**config.mk**
```make
export PLATFORM = sky130hd
export DESIGN_NAME = instr_sequencer
export DESIGN_NICKNAME = d
export VERILOG_FILES = /design/src/rtl/micro_pkg.sv /design/src/rtl/seq_wait_timer.sv /design/src/rtl/instr_sequencer.sv
export SDC_FILE = /design/constraint.sdc
export NUM_CORES = 1
export LEC_CHECK = 0
export BUFFER_PORTS_ARGS = -buffer_cell sky130_fd_sc_hd__clkbuf_2
export CAP_MARGIN = 20
export CORE_MARGIN = 3
export CORE_UTILIZATION = 47
export DETAILED_ROUTE_END_ITERATION = 10
export HOLD_SLACK_MARGIN = 0.15
export PLACE_DENSITY = 0.89
export SLEW_MARGIN = 20
export SYNTH_ARGS = -nofsm -noshare
export SYNTH_HDL_FRONTEND = slang
export SYNTH_SLANG_ARGS = --single-unit
export TNS_END_PERCENT = 100
```
**constraint.sdc**
```tcl
create_clock -name clk -period 4.7 [get_ports clk]
set_clock_uncertainty 0.15 [all_clocks]
set_input_delay 0.94 -clock clk [delete_from_list [all_inputs] [get_ports clk]]
set_output_delay 0.94 -clock clk [all_outputs]
set_load 0.01 [all_outputs]
```
**src/rtl/micro_pkg.sv**
```systemverilog
// Shared microcontroller definitions: opcode map, sequencer state encodings
// and next-PC source encodings used by instr_sequencer and control_unit.
package micro_pkg;

  localparam logic [6:0] OP_RTYPE  = 7'b0110011;
  localparam logic [6:0] OP_LOAD   = 7'b0000011;
  localparam logic [6:0] OP_STORE  = 7'b0100011;
  localparam logic [6:0] OP_BRANCH = 7'b1100011;
  localparam logic [6:0] OP_IMM    = 7'b0010011;
  localparam logic [6:0] OP_JAL    = 7'b1101111;
  localparam logic [6:0] OP_JALR   = 7'b1100111;
  localparam logic [6:0] OP_LUI    = 7'b0110111;
  localparam logic [6:0] OP_AUIPC  = 7'b0010111;

  typedef enum logic [2:0] {
    ST_IDLE    = 3'd0,
    ST_FETCH   = 3'd1,
    ST_DECODE  = 3'd2,
    ST_EXECUTE = 3'd3,
    ST_MEM     = 3'd4,
    ST_WB      = 3'd5,
    ST_HALT    = 3'd6
  } seq_state_t;

  typedef enum logic [1:0] {
    PC_PLUS4  = 2'b00,
    PC_BRANCH = 2'b01,
    PC_JAL    = 2'b10,
    PC_JALR   = 2'b11
  } pc_sel_t;

  function automatic logic opcode_legal(input logic [6:0] op);
    case (op)
      OP_RTYPE, OP_LOAD, OP_STORE, OP_BRANCH, OP_IMM,
      OP_JAL, OP_JALR, OP_LUI, OP_AUIPC: opcode_legal = 1'b1;
      default:                           opcode_legal = 1'b0;
    endcase
  endfunction

endpackage

```
**src/rtl/seq_wait_timer.sv**
```systemverilog
// Memory-handshake wait counter with timeout compare; saturates at the
// timeout value so it can never wrap back to zero while a request is stuck.
module seq_wait_timer #(
  parameter int TIMEOUT_CYCLES = 16,
  parameter int CNT_W          = 5
) (
  input  logic clk,
  input  logic rst,
  input  logic clr,
  input  logic en,
  output logic expired
);

  localparam logic [CNT_W-1:0] LAST = CNT_W'(TIMEOUT_CYCLES - 1);

  logic [CNT_W-1:0] cnt;

  always_ff @(posedge clk) begin
    if (rst || clr) begin
      cnt <= '0;
    end else if (en && (cnt != LAST)) begin
      cnt <= cnt + CNT_W'(1);
    end
  end

  assign expired = (cnt == LAST);

endmodule

```
**src/rtl/instr_sequencer.sv**
```systemverilog
// Multi-cycle instruction sequencer: walks FETCH/DECODE/EXECUTE/MEM/WB, turns the
// static decode strobes into per-stage enables and halts on illegal ops or bus timeouts.
module instr_sequencer #(
  parameter int TIMEOUT_CYCLES = 16,
  parameter int CNT_W          = 5
) (
  input  logic       clk,
  input  logic       rst,
  input  logic       run,
  input  logic [6:0] opcode,
  input  logic       dec_reg_write,
  input  logic       dec_mem_read,
  input  logic       dec_mem_write,
  input  logic       dec_branch,
  input  logic       branch_taken,
  input  logic       mem_ready,
  output logic       imem_req,
  output logic       ir_load,
  output logic       dmem_req,
  output logic       dmem_we,
  output logic       reg_write_en,
  output logic       pc_write,
  output logic [1:0] pc_sel,
  output logic       retire,
  output logic [2:0] state,
  output logic       illegal,
  output logic       bus_err
);

  import micro_pkg::*;

  seq_state_t st;
  pc_sel_t    sel;
  logic       tmr_en;
  logic       tmr_clr;
  logic       tmr_expired;

  function automatic pc_sel_t pick_pc_sel(input logic [6:0] op,
                                          input logic       br,
                                          input logic       taken);
    if (op == OP_JAL) begin
      return PC_JAL;
    end else if (op == OP_JALR) begin
      return PC_JALR;
    end else if (br && taken) begin
      return PC_BRANCH;
    end
    return PC_PLUS4;
  endfunction

  // The counter only runs while a memory request is outstanding; any other
  // cycle (including the one that leaves FETCH/MEM) zeroes it, so every state
  // is entered with a clean count.
  assign tmr_en  = ((st == ST_FETCH) || (st == ST_MEM)) && !mem_ready;
  assign tmr_clr = !tmr_en || tmr_expired;

  seq_wait_timer #(
    .TIMEOUT_CYCLES(TIMEOUT_CYCLES),
    .CNT_W         (CNT_W)
  ) u_wait_timer (
    .clk    (clk),
    .rst    (rst),
    .clr    (tmr_clr),
    .en     (tmr_en),
    .expired(tmr_expired)
  );

  always_ff @(posedge clk) begin
    if (rst) begin
      st      <= ST_IDLE;
      illegal <= 1'b0;
      bus_err <= 1'b0;
    end else begin
      case (st)
        ST_IDLE: begin
          if (run) st <= ST_FETCH;
        end
        ST_FETCH: begin
          if (mem_ready) begin
            st <= ST_DECODE;
          end else if (tmr_expired) begin
            st      <= ST_HALT;
            bus_err <= 1'b1;
          end
        end
        ST_DECODE: begin
          if (opcode_legal(opcode)) begin
            st <= ST_EXECUTE;
          end else begin
            st      <= ST_HALT;
            illegal <= 1'b1;
          end
        end
        ST_EXECUTE: begin
          st <= (dec_mem_read || dec_mem_write) ? ST_MEM : ST_WB;
        end
        ST_MEM: begin
          // A write strobe wins over a read strobe: such instructions retire here.
          if (mem_ready) begin
            if (dec_mem_write) st <= run ? ST_FETCH : ST_IDLE;
            else               st <= ST_WB;
          end else if (tmr_expired) begin
            st      <= ST_HALT;
            bus_err <= 1'b1;
          end
        end
        ST_WB: begin
          st <= run ? ST_FETCH : ST_IDLE;
        end
        ST_HALT: begin
          st <= ST_HALT;
        end
        default: begin
          st <= ST_IDLE;
        end
      endcase
    end
  end

  always_comb begin
    imem_req     = 1'b0;
    ir_load      = 1'b0;
    dmem_req     = 1'b0;
    dmem_we      = 1'b0;
    reg_write_en = 1'b0;
    pc_write     = 1'b0;
    retire       = 1'b0;
    sel          = PC_PLUS4;
    case (st)
      ST_FETCH: begin
        imem_req = 1'b1;
        ir_load  = mem_ready;
      end
      ST_MEM: begin
        dmem_req = 1'b1;
        dmem_we  = dec_mem_write;
        if (mem_ready && dec_mem_write) begin
          pc_write = 1'b1;
          retire   = 1'b1;
        end
      end
      ST_WB: begin
        reg_write_en = dec_reg_write;
        pc_write     = 1'b1;
        retire       = 1'b1;
        sel          = pick_pc_sel(opcode, dec_branch, branch_taken);
      end
      default: begin
      end
    endcase
  end

  assign pc_sel = sel;
  assign state  = st;

endmodule

```
# Word level (Yosys, flattened, before mapping)
# Cells that the tools add are included.
word_totals:
  reg_bits: 10
  elab_cells: 68
  input_bits: 16
op_classes:
  addsub: 1
  n_reduce_logical: 15
  n_bitwise: 2
  n_eq_ne: 18
  muxes: 28
op_table:
  columns: ["operator", "count"]
  rows:
  - ["== test 7 x 6 -> 1 bit (second input constant)", 3]
  - ["== test 7 bit (second input constant)", 3]
  - ["one-hot mux 3 bit (7 select lines)", 1]
  - ["two-way mux 3 bit", 6]
  - ["two-way mux 1 bit", 15]
  - ["== test 7 x 5 -> 1 bit (second input constant)", 2]
  - ["two-way mux 2 bit", 5]
  - ["== test 3 bit (second input constant)", 3]
  - ["OR reduction 9 bit", 1]
  - ["== test 7 x 2 -> 1 bit (second input constant)", 1]
  - ["== test 3 x 2 -> 1 bit (second input constant)", 2]
  - ["adder 5 x 1 -> 5 bit (second input constant)", 1]
  - ["== test 5 x 4 -> 1 bit (second input constant)", 1]
  - ["!= test 5 x 4 -> 1 bit (second input constant)", 1]
  - ["logical AND 1 bit", 4]
  - ["logical OR 1 bit", 4]
  - ["== test 3 x 1 -> 1 bit (second input constant)", 1]
  - ["logical NOT 3 bit", 1]
  - ["AND reduction 3 bit", 1]
  - ["logical NOT 1 bit", 2]
  - ["!= test 2 bit (second input constant)", 1]
  - ["NOT 1 bit", 2]
  - ["one-hot mux 1 bit (2 select lines)", 1]
  - ["AND reduction 2 bit", 1]
  - ["OR reduction 2 bit", 1]

# Logic depth before layout (Yosys ltp)
# Gate-level depths: netlist (run 1).
depth:
  word_depth: 7
  depth_mapped: 7
  depth_no_buf: 7

# By module
# Synthesis (run 1) repeated with hierarchy kept, for this count alone.
hier_totals:
  cells_unflattened: 91
  hier_area_um2: 744.5
modules_own_cells:
  columns: ["mod", "area_per_inst_um2", "seq_area_each_um2", "cells_per_inst", "instances"]
  rows:
  - ["instr_sequencer", 503.0, 100.1, 65, 1]
  - ["seq_wait_timer", 241.5, 100.1, 26, 1]

# Worst setup path before layout (run 1)
# Ideal clock, no wire load.
synth_path:
  path_type: "in2out"
  start: "in opcode[4]"
  end: "out pc_sel[0]"
  cell_stages: 4
  n_path_buf: 0
  path_slack_ns: 1.927
  arrival_ns: 1.683
  t_required_ns: 3.610
  path_cell_list: "and4b_1 nand2_1 or2_1 a21oi_1"
synth_between:
  elab_chain_len: 6
  word_cells_on_any_way: 9
  classes_between: "eq/ne: 2; mux: 7"
synth_rtl:
  columns: ["element", "line_no", "source"]
  rows:
  - ["start, declared", "instr_sequencer.sv:10", "input logic [6:0] opcode,"]
  - ["== test 7 bit", "instr_sequencer.sv:43", "end else if (op == OP_JALR) begin"]
  - ["two-way mux 1 bit", "instr_sequencer.sv:43", null]
  - ["two-way mux 1 bit", "instr_sequencer.sv:41", "if (op == OP_JAL) begin"]
  - ["two-way mux 1 bit", "instr_sequencer.sv:129", "case (st)"]
  - ["two-way mux 2 bit (*)", "instr_sequencer.sv:48", "return PC_PLUS4;"]
  - ["two-way mux 2 bit (*)", "instr_sequencer.sv:129", null]
  - ["end, declared", "instr_sequencer.sv:23", "output logic [1:0] pc_sel,"]
# Every way passes the cells marked *; elsewhere a longest branch is shown, timed or not. The select of a mux whose other input is x is not followed.

# Worst setup path after layout (run 1)
# Ends and elaborated chain as after synthesis.

==> results of run 1 <==
synth_stat cells, types with 2 or more instances:
cell type / instances / area (um2)
xnor2_1: 2 / 17.52
and3_1: 5 / 31.28
a31oi_1: 3 / 18.77
and2_1: 4 / 25.02
nand2b_1: 3 / 18.77
nor3_1: 3 / 15.01
dfxtp_1: 10 / 200.2
inv_1: 3 / 11.26
nor2_1: 11 / 41.29
a21oi_1: 4 / 20.02
o21ai_0: 5 / 25.02
nand2_1: 3 / 11.26
nand3_1: 3 / 15.01
buf_4: 2 / 15.01
a211oi_1: 2 / 15.01
ha_1: 2 / 25.02
nor2b_1: 2 / 12.51
per-layer routing:
layer / part of all wire (%) / up-vias / track usage (%)
met5: 0 / - / 0
met3: 7.3 / 4 / 6.867
li1: - / 344 / -
met4: 1.8 / 0 / 7.453
met1: 42 / 296 / 21.48
met2: 49 / 22 / 25.23
metrics by stage:
step                worst slack, ns  hold WS (ns)  std cells  total power, W
global placement              1.776        0.2814        119       0.0001546
CTS                           1.739        0.2954        122       0.0002153
detailed placement            1.739        0.2873        119       0.0001567
finish                        1.742        0.2984        122       0.0002132
global route                  1.659        0.3035        122       0.0002277
floorplan                     1.927        0.2679         80       0.0001376
power groups by stage:
stage,clock network (W),logic (W),registers [W]
after CTS,0.0000601,0.0000526,0.000103
after floorplan,0,0.0000390,0.0000986
after global routing,0.0000643,0.0000590,0.000104
final,0.0000581,0.0000524,0.000103
after global placement,0,0.0000508,0.000104
after detailed placement,0,0.0000523,0.000104
path summary, 6_finish.rpt:
kind / from / endpoint
hold / removal: u_wait_timer.cnt[0] / u_wait_timer.cnt[0]
setup / recovery: opcode[4] / pc_sel[0]
hold reg to reg: u_wait_timer.cnt[0] / u_wait_timer.cnt[0]
setup reg to reg: u_wait_timer.cnt[0] / state[2]
flip-flops by register name, summed over array words and instances, names as in the netlist:
signal            flops
u_wait_timer.cnt      5
state                 3
bus_err               1
illegal               1
area by class of cell:
type | count | share of cell area, %
Tap cell | 14 | 2.244
Timing Repair Buffer | 29 | 18.59
Inverter | 3 | 1.442
Multi-Input combinational cell | 63 | 49.20
Sequential cell | 10 | 25.64
Clock buffer | 3 | 2.885
cell families (layout without fill, tap and decap cells):
family,count (synthesis),in the layout
xor+xnor,3,3
fa+ha+maj,2,2
simple gates,40,40
buf+inv,7,35
compound gates,18,18
flops,10,10
==> flow_summary_export.csv, run 1 <==
group,metric,value,unit
outcome,status,"complete, no violations",
setup_path,critPathBufInv,2,
synthesis,asyncSetResetFlopFracSynth,0,%
global_route,antenna_found_initial,0,
setup_path,cp.arrival,1.87,ns
place,io_buffers,29,
setup_path,path_depth,6,
synthesis,synth_ff_type,"dfxtp_1",
setup_path,worstRegToRegCells,6,
setup_path,cp-start-kind,"input port",
timing,fmax,338.0,MHz
timing,fin_tns_setup,0,ns
final_layout,final_cell_mix,"clkbuf_2 (29), nor2_1 (11), dfxtp_1 (10)",
global_route,grt_usage,17.05,%
setup_path,worst_path_most_repeated_cell,"clkbuf_2",
timing,hold_viol,0,
final_layout,final_util,66.67,%
final_layout,fill_cells,109,
final_layout,diodes,0,
floorplanning,top_level_ports,30,
power,powerDensity,273.1,nW/um2
timing,layout_worst_path_cycle_share,62.94,%
floorplanning,die_area,1808,um2
clock_network,clk_pin_slew_worst_paths,0.06,ns
min_path,hold_path.class,"reg -> reg",
route,antenna_left,0,
setup_path,cp.required,3.61,ns
power,swShare,32.48,%
timing,finalSetupViolations,0,
timing,rsz0062_at_grt,"false",
timing,tightest_slew,0.6155,ns
final_layout,drive_gt1_share,31.48,%
setup_path,cp_max_fo,4,
clock_network,cts_buffers,3,
global_route,grt_pass1_vias,511,
synthesis,synth-edff-count,0,
final_layout,multiInputGateArea,384.1,um2
clock_network,cts_max_level,1,
synthesis,ys_seq_elements,10,
synthesis,synth_xor_area_share,4.192,%
route,routedWlPerCell,12.10,um
power,clkPwrFrac,27.3,%
power,combPwrFrac,24.6,%
route,via_per_inst,5.459,
flow_run,maxCapViolCount,0,
floorplanning,start_util,53.53,%
clock_network,clock_path_buffers,2,
setup_path,slowest_stage,"and4b_1",
floorplanning,dieWidth,42.52,um
global_route,overflow,0,
final_layout,nets,128,
synthesis,synthCells,80,
place,dpl_cell_area,758.2,um2
synthesis,synthSimpleGateAreaFrac,34.73,%
power,p_leak,0.3630,nW
global_route,grt_max_degree,17,
synthesis,synthMuxAreaShare,0,%
synthesis,synth_compound_area_share,18.36,%
final_layout,area_growth_syn_to_layout,24.55,%
synthesis,yosys_warnings,0,
floorplanning,rows,12,
synthesis,ys_types,30,
power,max-vdd-ir-drop,0.1980,mV
route,vias,666,
place,place_hpwl,1.157,mm
setup_path,path_class,"in -> out",
route,wirelength,1.476,mm
power,p_seq_share,48.2,%
synthesis,synth-seq-area-share,31.94,%
route,route.detailed.drc,0,
final_layout,fin_area,780.7,um2
clock_network,cts_sinks,10,
power,p_sw,0.00006925,W
final_layout,final-seq-area,200.2,um2
clock_network,hold_buffers,0,
clock_network,cts_tree,"built",
setup_path,r2r_setup_slack,3.00,ns
clock_network,root_buffer,"clkbuf_4",
setup_path,worstPathCellList,"clkbuf_2 > and4b_1 > nand2_1 > or2_1 > a21oi_1 > clkbuf_2",
timing,relSlewSlack,58.43,%
clock_network,clkLatencyLatePin,0.27,ns
setup_path,critPathCaptureType,"output pin",
synthesis,synth_fa_ha_area_share,3.992,%
synthesis,synth_top_family_by_area,"simple AND/OR/NAND/NOR gates",
clock_network,postCtsSetupBuffers,0,
floorplanning,core-area,1171,um2
final_layout,layout_commonest_cell,"clkbuf_2",
timing,fin_crit,2.958,ns
min_path,hold-path-cell-count,1,
setup_path,cp_top_family,"simple AND/OR/NAND/NOR gates",
power,intPower,0.0001440,W
synthesis,netlist_area,626.9,um2
place,gp_congestion,0.7806,
clock_network,post_cts_resize_count,0,
route,dr.pass1.iters,4,
setup_path,cpPeakStageDelay,0.26,ns
synthesis,avgSynthCellArea,7.836,um2
route,drt-initial-drc-count,10,
timing,drv_slew,0,
synthesis,synth_fp_nets,98,
floorplanning,dieHeight,42.52,um
global_route,grt_pass1_wl,2.318,mm
(Power assumes the default switching activity.)
==> run 2: changes to the inputs <==
Settings changed: CORE_UTILIZATION 47 to 39, PLACE_DENSITY 0.89 to 0.8.
Clock period 4.7 ns to 2.57 ns, I/O delays scaled along.
==> flow_summary_export.csv, run 2 (same netlist as run 1, synthesis figures left out) <==
group,metric,value,unit
place,gp_congestion,0.7308,
floorplanning,start_util,44.81,%
final_layout,area_growth_syn_to_layout,26.95,%
clock_network,clock_path_buffers,2,
route,wirelength,1.596,mm
min_path,hold_start,"illegal",
outcome,status,"complete, no violations",
power,swShare,30.91,%
floorplanning,die_area,2124,um2
final_layout,final_cell_mix,"clkbuf_2 (29), nor2_1 (11), dfxtp_1 (10)",
global_route,grt_max_degree,17,
global_route,antenna_found_initial,0,
clock_network,cts_tree,"built",
power,p_sw,0.0001320,W
setup_path,cp_max_fo,12,
power,combPwrFrac,22.5,%
place,place_hpwl,1.206,mm
power,p_seq_share,44.2,%
route,met1_length,657,um
floorplanning,top_level_ports,30,
clock_network,clkLatencyLatePin,0.26,ns
final_layout,largest_reg_flops,5,
timing,finalSetupViolations,0,
final_layout,top_register,"u_wait_timer.cnt",
timing,hold_viol,0,
setup_path,worstRegToRegCells,6,
min_path,hold_path.class,"reg -> reg",
global_route,grt_pass1_vias,622,
power,fin_total_pwr,0.0004270,W
route,routedWlPerCell,12.87,um
setup_path,cp.required,1.91,ns
clock_network,cts_max_level,1,
timing,fin_tns_setup,0,ns
clock_network,cts_buffers,3,
min_path,hold-path-cell-count,2,
global_route,grt_usage,17.04,%
route,highest_layer,"met4",
route,route.detailed.drc,0,
power,clkPwrFrac,33.3,%
clock_network,cts_sinks,10,
setup_path,cp.arrival,1.47,ns
route,via_per_inst,5.782,
setup_path,critPathCaptureType,"output pin",
power,intPower,0.0002950,W
clock_network,clk_pin_slew_worst_paths,0.07,ns
clock_network,root_buffer,"clkbuf_4",
global_route,overflow,0,
timing,rsz0062_at_grt,"false",
timing,setup_slack,0.4394,ns
final_layout,nets,128,
route,vias,717,
final_layout,diodes,0,
floorplanning,dieHeight,46.09,um
final_layout,drive_gt1_share,32.11,%
final_layout,fill_cells,136,
timing,fin_crit,2.131,ns
setup_path,cp-start-kind,"register",
floorplanning,dieWidth,46.09,um
timing,layout_worst_path_cycle_share,82.90,%
timing,fmax,469.3,MHz
setup_path,crit_start,"state[2]",
power,p_leak,0.3702,nW
power,max-vdd-ir-drop,0.2881,mV
flow_run,maxCapViolCount,0,
timing,tightest_slew,0.5958,ns
global_route,grt_pass1_wl,2.587,mm
final_layout,multiInputGateArea,384.1,um2
floorplanning,rows,13,
route,dr_wl_met3,153,um
route,drt-initial-drc-count,21,
setup_path,r2r-start,"u_wait_timer.cnt[0]",
place,io_buffers,29,
timing,relSlewSlack,59.76,%
place,post-place-ws,0.4563,ns
power,powerDensity,536.6,nW/um2
route,antenna_left,0,
clock_network,postCtsSetupBuffers,0,
timing,drv_slew,0,
final_layout,layout_commonest_cell,"clkbuf_2",
clock_network,post_cts_resize_count,0,
floorplanning,core-area,1399,um2
route,met2_length,741,um
clock_network,hold_buffers,0,
final_layout,final-seq-area,200.2,um2
setup_path,path_class,"reg -> out",
route,dr.pass1.iters,4,
==> run 2: cell count changes in the layout (fill, tap and decap cells not counted), sizes merged <==
cell and delta:
clkbuf +1
==> run 2: stage by stage <==
stage | std cells | cell area, um2 | utilization, % | hold slack, ns
finish | 124 | 795.8 | 56.89 | 0.3055
global route | 124 | 795.8 | 56.89 | 0.3085
CTS | 124 | 795.8 | 56.89 | 0.3080
detailed placement | 120 | 759.5 | 54.29 | 0.2951
global placement | 120 | 759.5 | 54.29 | 0.2800
floorplan | 80 | 626.9 | - | 0.2679
==> run 2: layout make-up <==
class	instances	share of cell area [%]
Sequential cell	10	25.16
Timing Repair Buffer	29	18.24
Multi-Input combinational cell	63	48.27
Inverter	3	1.415
Clock buffer	4	4.560
Tap cell	15	2.358
==> run 2: worst paths after layout <==
kind,slack (ns),end
max,0.44,pc_sel[0]
max reg2reg,0.87,state[2]
min,0.31,illegal
min reg2reg,0.31,illegal
==> run 2: critical path: stages, from the launching register on <==
cell      delay [ns]
dfxtp_1         0.55
nor2b_1         0.27
nand2_1         0.10
a21oi_1         0.14
clkbuf_2        0.15
==> run 2: per-layer routing <==
metal  track usage, %  vias up
met5                0        -
met4            10.23        0
met3            3.516        6
met2            27.47       40
met1            20.47      323
li1                 -      348
==> run 2: power groups by stage <==
stage	logic, W	registers [W]	clock network (W)
floorplan	0.0000714	0.000180	0
global placement	0.0000935	0.000190	0
CTS	0.0000965	0.000187	0.000145
global route	0.000110	0.000192	0.000153
detailed placement	0.0000957	0.000191	0
finish	0.0000960	0.000189	0.000142
